**config.mk**
```make
export PLATFORM = sky130hd
export DESIGN_NAME = regset_clear_flat
export DESIGN_NICKNAME = d
export VERILOG_FILES = /design/src/rtl/regset_pkg.sv /design/src/rtl/regset_clear_if.sv /design/src/rtl/regset_bank.sv /design/src/rtl/regset_clear.sv /design/src/flat_wrapper.sv
export SDC_FILE = /design/constraint.sdc
export NUM_CORES = 2
export LEC_CHECK = 0
export BUFFER_PORTS_ARGS = -buffer_cell sky130_fd_sc_hd__buf_4
export CAP_MARGIN = 0
export CORE_ASPECT_RATIO = 1.1
export CORE_UTILIZATION = 30
export DETAILED_ROUTE_END_ITERATION = 8
export GPL_ROUTABILITY_DRIVEN = 0
export PLACE_DENSITY = 0.44
export SETUP_SLACK_MARGIN = 0.1
export SLEW_MARGIN = 20
export SYNTH_ARGS = -nofsm -noshare
export SYNTH_HDL_FRONTEND = slang
export SYNTH_SLANG_ARGS = --single-unit
```
**constraint.sdc**
```tcl
create_clock -name clk -period 3.05 [get_ports clk]
set_input_delay 0.4575 -clock clk [delete_from_list [all_inputs] [get_ports clk]]
set_output_delay 0.4575 -clock clk [all_outputs]
set_load 0.03 [all_outputs]
```
**src/rtl/regset_pkg.sv**
```systemverilog
// Shared definitions for the clearable register set: sequencer state encoding
// and default geometry.
package regset_pkg;

    typedef enum logic {
        ST_CLEAR = 1'b0,
        ST_RUN   = 1'b1
    } state_t;

    localparam int DEFAULT_WIDTH     = 32;
    localparam int DEFAULT_ADDR_BITS = 6;

endpackage

```
**src/rtl/regset_clear_if.sv**
```systemverilog
// Decode/writeback-facing port bundle of the register set: one write port,
// two read ports, clear request and ready status.
interface regset_clear_if
    import regset_pkg::*;
#(
    parameter int WIDTH     = DEFAULT_WIDTH,
    parameter int ADDR_BITS = DEFAULT_ADDR_BITS
) ();

    logic                 clear_req;
    logic                 ready;
    logic                 we;
    logic [ADDR_BITS-1:0] wa;
    logic [WIDTH-1:0]     wd;
    logic                 wg;
    logic [ADDR_BITS-1:0] ra1;
    logic [ADDR_BITS-1:0] ra2;
    logic [WIDTH-1:0]     rd1;
    logic [WIDTH-1:0]     rd2;
    logic                 rg1;
    logic                 rg2;

    modport master (
        output clear_req, we, wa, wd, wg, ra1, ra2,
        input  ready, rd1, rd2, rg1, rg2
    );

    modport slave (
        input  clear_req, we, wa, wd, wg, ra1, ra2,
        output ready, rd1, rd2, rg1, rg2
    );

endinterface

```
**src/rtl/regset_bank.sv**
```systemverilog
// Plain 1W2R storage array without reset or preinit so it maps onto RAM
// primitives; all masking, forwarding and output registering live above it.
module regset_bank #(
    parameter int EW        = 33,
    parameter int ADDR_BITS = 6
) (
    input  logic                 clk,
    input  logic                 we,
    input  logic [ADDR_BITS-1:0] wa,
    input  logic [EW-1:0]        wd,
    input  logic [ADDR_BITS-1:0] ra1,
    input  logic [ADDR_BITS-1:0] ra2,
    output logic [EW-1:0]        rd1,
    output logic [EW-1:0]        rd2
);

    logic [EW-1:0] mem_r [0:(1<<ADDR_BITS)-1];

    // Synchronous write port
    always_ff @(posedge clk) begin
        if (we) begin
            mem_r[wa] <= wd;
        end
    end

    assign rd1 = mem_r[ra1];
    assign rd2 = mem_r[ra2];

endmodule

```
**src/rtl/regset_clear.sv**
```systemverilog
// Register set with clear sequencer: after reset or clear_req it sweeps all
// entries to zero before accepting writes, then serves two registered reads.
module regset_clear
    import regset_pkg::*;
#(
    parameter int WIDTH     = DEFAULT_WIDTH,
    parameter int ADDR_BITS = DEFAULT_ADDR_BITS,
    parameter int GRUBBY    = 1,
    parameter int BYPASS    = 1,
    parameter int ZERO_REG  = 1
) (
    input  logic          clk,
    input  logic          rstn,
    regset_clear_if.slave bus
);

    localparam int EW = WIDTH + GRUBBY;

    state_t               state_r, state_next_s;
    logic [ADDR_BITS-1:0] cnt_r, cnt_next_s;
    logic                 ready_r;

    logic                 bank_we_s;
    logic [ADDR_BITS-1:0] bank_wa_s;
    logic [EW-1:0]        bank_wd_s;
    logic [EW-1:0]        bank_rd1_s, bank_rd2_s;

    logic [EW-1:0]        wdata_ext_s;
    logic                 wr_ext_s;
    logic [EW-1:0]        rdn1_s, rdn2_s;
    logic                 rgn1_s, rgn2_s;

    logic [WIDTH-1:0]     rd1_r, rd2_r;
    logic                 rg1_r, rg2_r;

    if (GRUBBY != 0) begin : g_grubby
        assign wdata_ext_s = {bus.wg, bus.wd};
        assign rgn1_s      = rdn1_s[EW-1];
        assign rgn2_s      = rdn2_s[EW-1];
    end else begin : g_no_grubby
        assign wdata_ext_s = bus.wd;
        assign rgn1_s      = 1'b0;
        assign rgn2_s      = 1'b0;
    end

    // Selects what a read port registers: forced zero, forwarded write, or stored entry
    function automatic logic [EW-1:0] read_sel(
        input logic                 run,
        input logic [ADDR_BITS-1:0] ra,
        input logic                 wr,
        input logic [ADDR_BITS-1:0] wa,
        input logic [EW-1:0]        wdata,
        input logic [EW-1:0]        stored
    );
        logic [EW-1:0] sel;
        sel = {EW{1'b0}};
        if (!run) begin
            sel = {EW{1'b0}};
        end else if ((ZERO_REG != 0) && (ra == {ADDR_BITS{1'b0}})) begin
            sel = {EW{1'b0}};
        end else if ((BYPASS != 0) && wr && (wa == ra)) begin
            sel = wdata;
        end else begin
            sel = stored;
        end
        return sel;
    endfunction

    // External write qualification: RUN only, clear wins, entry 0 may be hardwired
    always_comb begin
        wr_ext_s = 1'b0;
        if ((state_r == ST_RUN) && bus.we && !bus.clear_req) begin
            wr_ext_s = !((ZERO_REG != 0) && (bus.wa == {ADDR_BITS{1'b0}}));
        end else begin
            wr_ext_s = 1'b0;
        end
    end

    // Clear sequencer next state and write-port mux
    always_comb begin
        state_next_s = state_r;
        cnt_next_s   = cnt_r;
        bank_we_s    = wr_ext_s;
        bank_wa_s    = bus.wa;
        bank_wd_s    = wdata_ext_s;
        case (state_r)
            ST_CLEAR: begin
                bank_we_s  = 1'b1;
                bank_wa_s  = cnt_r;
                bank_wd_s  = {EW{1'b0}};
                cnt_next_s = cnt_r + {{(ADDR_BITS-1){1'b0}}, 1'b1};
                if (cnt_r == {ADDR_BITS{1'b1}}) begin
                    state_next_s = ST_RUN;
                end else begin
                    state_next_s = ST_CLEAR;
                end
            end
            ST_RUN: begin
                if (bus.clear_req) begin
                    state_next_s = ST_CLEAR;
                    cnt_next_s   = {ADDR_BITS{1'b0}};
                end else begin
                    state_next_s = ST_RUN;
                end
            end
            default: begin
                state_next_s = ST_CLEAR;
                cnt_next_s   = {ADDR_BITS{1'b0}};
                bank_we_s    = 1'b0;
            end
        endcase
    end

    // Read-port next values
    always_comb begin
        rdn1_s = read_sel(state_r == ST_RUN, bus.ra1, wr_ext_s, bus.wa, wdata_ext_s, bank_rd1_s);
        rdn2_s = read_sel(state_r == ST_RUN, bus.ra2, wr_ext_s, bus.wa, wdata_ext_s, bank_rd2_s);
    end

    // Sequencer state, sweep counter and registered ready
    always_ff @(posedge clk or negedge rstn) begin
        if (!rstn) begin
            state_r <= ST_CLEAR;
            cnt_r   <= {ADDR_BITS{1'b0}};
            ready_r <= 1'b0;
        end else begin
            state_r <= state_next_s;
            cnt_r   <= cnt_next_s;
            ready_r <= (state_next_s == ST_RUN);
        end
    end

    // Read output registers
    always_ff @(posedge clk or negedge rstn) begin
        if (!rstn) begin
            rd1_r <= {WIDTH{1'b0}};
            rd2_r <= {WIDTH{1'b0}};
            rg1_r <= 1'b0;
            rg2_r <= 1'b0;
        end else begin
            rd1_r <= rdn1_s[WIDTH-1:0];
            rd2_r <= rdn2_s[WIDTH-1:0];
            rg1_r <= rgn1_s;
            rg2_r <= rgn2_s;
        end
    end

    regset_bank #(
        .EW        (EW),
        .ADDR_BITS (ADDR_BITS)
    ) u_bank (
        .clk (clk),
        .we  (bank_we_s),
        .wa  (bank_wa_s),
        .wd  (bank_wd_s),
        .ra1 (bus.ra1),
        .ra2 (bus.ra2),
        .rd1 (bank_rd1_s),
        .rd2 (bank_rd2_s)
    );

    assign bus.ready = ready_r;
    assign bus.rd1   = rd1_r;
    assign bus.rd2   = rd2_r;
    assign bus.rg1   = rg1_r;
    assign bus.rg2   = rg2_r;

endmodule
```
**src/flat_wrapper.sv**
```systemverilog
// flat-port wrapper written by rule: the top's interface ports become plain ports
module regset_clear_flat import regset_pkg::*;
#(
    parameter int WIDTH     = DEFAULT_WIDTH,
    parameter int ADDR_BITS = DEFAULT_ADDR_BITS,
    parameter int GRUBBY    = 1,
    parameter int BYPASS    = 1,
    parameter int ZERO_REG  = 1
)
  (clk, rstn, bus_clear_req, bus_we, bus_wa, bus_wd, bus_wg, bus_ra1, bus_ra2, bus_ready, bus_rd1, bus_rd2, bus_rg1, bus_rg2);
  regset_clear_if #(.WIDTH(WIDTH), .ADDR_BITS(ADDR_BITS)) bus_i ();
  input  logic clk;
  input  logic rstn;
  input wire logic [$bits(bus_i.clear_req)-1:0] bus_clear_req;
  input wire logic [$bits(bus_i.we)-1:0] bus_we;
  input wire logic [$bits(bus_i.wa)-1:0] bus_wa;
  input wire logic [$bits(bus_i.wd)-1:0] bus_wd;
  input wire logic [$bits(bus_i.wg)-1:0] bus_wg;
  input wire logic [$bits(bus_i.ra1)-1:0] bus_ra1;
  input wire logic [$bits(bus_i.ra2)-1:0] bus_ra2;
  output wire logic [$bits(bus_i.ready)-1:0] bus_ready;
  output wire logic [$bits(bus_i.rd1)-1:0] bus_rd1;
  output wire logic [$bits(bus_i.rd2)-1:0] bus_rd2;
  output wire logic [$bits(bus_i.rg1)-1:0] bus_rg1;
  output wire logic [$bits(bus_i.rg2)-1:0] bus_rg2;
  assign bus_i.clear_req = bus_clear_req;
  assign bus_i.we = bus_we;
  assign bus_i.wa = bus_wa;
  assign bus_i.wd = bus_wd;
  assign bus_i.wg = bus_wg;
  assign bus_i.ra1 = bus_ra1;
  assign bus_i.ra2 = bus_ra2;
  assign bus_ready = bus_i.ready;
  assign bus_rd1 = bus_i.rd1;
  assign bus_rd2 = bus_i.rd2;
  assign bus_rg1 = bus_i.rg1;
  assign bus_rg2 = bus_i.rg2;
  regset_clear #(.WIDTH(WIDTH), .ADDR_BITS(ADDR_BITS), .GRUBBY(GRUBBY), .BYPASS(BYPASS), .ZERO_REG(ZERO_REG)) u_core (.clk(clk), .rstn(rstn), .bus(bus_i));
endmodule
```
### Yosys cells after proc, flatten, opt, wreduce, memory -nomap -nowiden

Memory sizes are Yosys's and may differ from the RTL's.
Cells that the tools add are included.

* bits in registers: 73
* latch bits: 0
* output and inout port bits: 67
* bits of input ports: 55
* memories: 1
* bits in writable memories: 2112
* bits in read-only memories: 0

Memories
* u_core.u_bank.mem_r: words 64, bits a word 33, read ports 2, clocked after Yosys merged registers in 0, wr ports 1, line regset_bank.sv:17 `logic [EW-1:0] mem_r [0:(1<<ADDR_BITS)-1];`

* multiplexer cells: 17
* shifts and indexed selects: 0
* bitwise logic cells: 1
* add/sub/neg operators: 1
* multipliers: 0
* div/mod/pow operators: 0
* equality and inequality tests: 4
* reductions and logical operators: 9
* magnitude comparators: 0

Operator list (count)
* $mux W33: 7
* $logic_not A6 Y1: 3
* $eq A6 B6 Y1: 2
* $mux W6: 2
* $pmux W6 S2: 1
* $add A6 B1 Y6 const B: 1
* $eq A6 B6 Y1 const B: 1
* $mux W1: 6
* $logic_and A1 B1 Y1: 4
* $logic_not A1 Y1: 2
* $ne A2 B2 Y1 const B: 1
* $pmux W1 S2: 1
* $not A1 Y1: 1

### Logic depth before layout (Yosys ltp)

* depth in word-level cells: 7
* gate-level depth with buffers: 12
* mapped depth without buffers: 6

### Modules after synthesis

From an unflattened synthesis, not the netlist that was laid out.

* cells, all modules: 5197
* area, all modules: 100400.0 µm²

By module, submodules not included
* regset_bank: instances 1, cells an instance 4790, area an instance 96597.6 µm²
* regset_clear: instances 1, cells an instance 407, area an instance 3802.4 µm²

### Worst setup path before layout

No wires, ideal clock.

* kind: flip-flop to flip-flop
* from: register u_core.state_r
* to: memory u_core.u_bank.mem_r[32][0] (enable)
* slack: -0.353 ns
* required time: 2.627 ns
* stages on the path, launching flop included: 7
* buffers on the path: 1
* arrival: 2.980 ns
* period minus slack after synthesis: 3.403 ns
* library setup time: 0.423 ns
* cell sequence: dfrtp_1 -> nor2b_1 -> buf_2 -> o211ai_2 -> o22ai_1 -> nand2_1 -> nor2_1

* longest elaborated chain between the ends: 6
* elaborated cells on any way between the ends: 7
* those cells by class: 5 x mux; 2 x reduce/logical

RTL lines
* start: declaration: line regset_clear.sv:19 `state_t state_r, state_next_s;`
* start signal: assignment: line regset_clear.sv:127 `state_r <= state_next_s;`
* $logic_and A1 B1 Y1 (2 in series): line regset_clear.sv:72 `if ((state_r == ST_RUN) && bus.we && !bus.clear_req) begin`
* $mux W1: line regset_clear.sv:72
* $mux W1: line regset_clear.sv:86 `case (state_r)`
* $mux W1: line regset_bank.sv:21 `if (we) begin`
* $mux W1 (implied by the code): line regset_bank.sv:22 `mem_r[wa] <= wd;`
* end: declaration: line regset_bank.sv:17

Several ways; a longest one is shown, not always the timed one.

### Worst setup path in the final report

* from: register u_core.state_r
* to: memory u_core.u_bank.mem_r[47][19] (enable)

Same word-level chain as after synthesis.

==> metrics.txt <==
status complete, no violations; worst path cell trace buf_6, nand2_1, o21ai_0, nand2_1, nor2_4, buf_4; max-slew violation count 0; met1 GRT Util 0.300; post-layout util 0.368; Post-synth ARST share 0.0334; Slew Limit Headroom 0.249; total grt overflow 0; Core Area 333000 um^2; type of element capturing the critical path flop; max cap viols 0; setup slack, reg-to-reg 0.23 ns; final setup skew between 0.04 and 0.05 ns; RSZ-0062 raised after global routing no; CP peak stage delay around 0.49 ns; Clock power frac 0.376; Die Y-Extent around 610 um; all-layer global routing usage 0.228; LEAKAGE between 0.04 and 0.05 uW; drt first-iter violations roughly 6400; worst r2r src u_core.state_r$_DFF_PN0_; clk sinks approximately 2200; gr busiest metal met2; EDFF count, synth 2112; Synth Warn # 0; # DRC 0; CTS tree yes; die span in x 554 um; Longest Clk Path Bufs 4; WS Path Type reg2reg; drt first pass iters 5; vias between 60000 and 70000; Post-Synthesis Cells about 5200; sequential fraction of the synthesis area 0.648; fmax around 350 MHz; Root Driver clkbuf_16; Worst Max-Slew Pin Slew between 1 and 1.5 ns; CTS Buf Count 236; pin count of the biggest net entering global routing 65; most used cell, CP nand2_1; Seq cells post-synth around 2200; met2 Use GR 0.385; final hold slack ~0.11 ns; area growth from synthesis to layout 21.8%; DR vias/cell between 5 and 6; worst reg2reg path endpoint u_core.u_bank.mem_r[47][19]$_DFFE_PP_; VDD IR max about 440 uV; Int Pwr 56100 uW; Worst-Skew Late Latency approximately 0.9 ns; first-pass GRT wire length about 530 mm; crit-path max FO 32; Syn Area/Cell ~19 um^2; Antenna Nets Post-Route 0; switching share of power 0.268; prevailing post-synth register cell edfxtp_1; Crit path required time around 3.6 ns; die area ~340000 um^2; met3 usage 0.0378; post-synthesis net count between 5000 and 6000; R2R cell count 6; Initial Util 0.302; vias in the first global route roughly 62000; Worst-path clk slew 0.06 ns; Hold Crit Class in2async; Net Switching ~21000 uW; Hold Vio Cnt, Final 0; Worst Setup Start Kind flop; post-detail-place hpwl approximately 260 mm; initial antenna violation count 14; Layout Nets 6019; CTS H-Tree Depth 4; final period utilization 0.925; Pwr per Cell Area 625 nW/um^2; register share of total power 0.468; Comb pwr share 0.157; critical path data arrival time approximately 3.4 ns; leading cell types in the layout, fill and taps excluded edfxtp_1 (2112), mux4_2 (909), buf_4 (606); routed len/inst approximately 37 um; most common cell after layout, fill and taps aside edfxtp_1; num rows 222; min Tclk post-route 2.82 ns; WL final 392 mm; share of layout cells above drive strength 1 0.373; final setup violation count 0; Port Buffers 121; synthesized area between 100000 and 150000 um^2; Synth cell types 60; # IOs between 100 and 150; slowest cell on the critical path nand2_1
## power groups by stage
stage,Sequential [uW],Combinational (uW),Clock (uW)
3_3_place_gp,36400,12000,0
5_1_grt,36000,12500,30300
4_1_cts,35800,12100,29400
3_5_place_dp,36400,12000,0
6_report,35800,12000,28800
2_1_floorplan,36300,5490,0
## flip-flops by register name (all words and copies together), names as in the netlist
signal,cells
u_core.bus.rd2,32
u_core.bus.rg2,1
u_core.state_r,1
u_core.u_bank.mem_r,2112
u_core.cnt_r,6
u_core.bus.rd1,32
u_core.bus.rg1,1
## cell usage after synthesis, drive strengths merged (9+ instances only)
cell | n | area [um^2]
a21oi | 102 | 510
xnor2 | 9 | 78.8
o211ai | 11 | 87.6
nor3 | 9 | 45.0
a221oi | 10 | 87.6
a31oi | 16 | 100
o21ai | 56 | 280
edfxtp | 2112 | 63400
inv | 9 | 33.8
a22oi | 423 | 3180
a2111oi | 22 | 199
mux4 | 954 | 21700
dfrtp | 73 | 1830
nor2 | 106 | 400
o31ai | 23 | 178
a211oi | 39 | 293
nor2b | 34 | 213
o22ai | 22 | 138
nand2 | 265 | 995
buf | 234 | 1760
nand2b | 18 | 113
mux2 | 25 | 282
clkbuf | 186 | 698
a22o | 52 | 455
nand3 | 38 | 190
and2 | 40 | 250
mux2i | 271 | 2710
## through the flow
stage               setup TNS [ns]  instance area [um^2]  setup slack, ns  std cells  total power [uW]
global placement           -102.11                115000           -0.828      10100             48400
global route                     0                123000            0.101      10500             78800
detailed placement          -37.15                115000           -0.633      10100             48500
finish                           0                123000            0.229      10500             76700
floorplan                  -541.94                101000           -0.353       5213             41800
CTS                              0                123000            0.159      10500             77300
## logic make-up (layout without fill, tap and decap cells)
logic type	after synthesis	in the layout	synth area share
other	0	10	0
AOI/OAI and AO/OA	795	795	0.0565
xor gates and xnor gates	14	14	0.00122
adders and majority gates	1	1	0.000124
buffers and inverters	429	1375	0.0248
muxes	1250	1250	0.245
DFF	2185	2185	0.648
and+or+nand+nor	539	539	0.0241
## worst max path at each step
stage / slack (ns) / start / endpoint / cells after the start
after floorplan: -0.35 / u_core.state_r$_DFF_PN0_ / u_core.u_bank.mem_r[32][0]$_DFFE_PP_ / 6
after global placement: -0.83 / bus_wa[1] / u_core.bus.rd2[18]$_DFF_PN0_ / 9
after detailed placement: -0.63 / bus_ra1[0] / u_core.bus.rd1[15]$_DFF_PN0_ / 8
after CTS: 0.16 / u_core.state_r$_DFF_PN0_ / u_core.u_bank.mem_r[24][26]$_DFFE_PP_ / 10
after global routing: 0.10 / u_core.state_r$_DFF_PN0_ / u_core.u_bank.mem_r[18][26]$_DFFE_PP_ / 10
final: 0.23 / u_core.state_r$_DFF_PN0_ / u_core.u_bank.mem_r[47][19]$_DFFE_PP_ / 6
## routing by layer
layer	vias up	share of wire
li1	24000	-
met1	33100	0.41
met2	2480	0.49
met3	547	0.064
met4	0	0.034
met5	-	0
## critical path: cells and delay by family, from the launching register on
kind                   cells  cell delay (ns)
AND/OR/NAND/NOR            3             0.84
buffers and inverters      2             0.77
flip-flops                 1             0.41
AO/OA/AOI/OAI              1             0.37
## final cells by class
cell class                 count  area [um^2]
antenna                       10         25.0
fill                       30600       210000
timing repair buffer         932        10700
clock buffer                 289         6240
sequential                  2185        65300
clock inverter               145         1310
tap                         4368         5470
inverter                       9         33.8
multi-input combinational   2599        33600
## what timing repair did
item                                    CTS  global route
hold buffers                             35             0
resized for setup                         4             2
hold endpoints to repair                138             0
endpoints found under the setup margin  876            13
buffers inserted                          1             0
pin swaps                                 1             1
(Power assumes the default switching activity.)
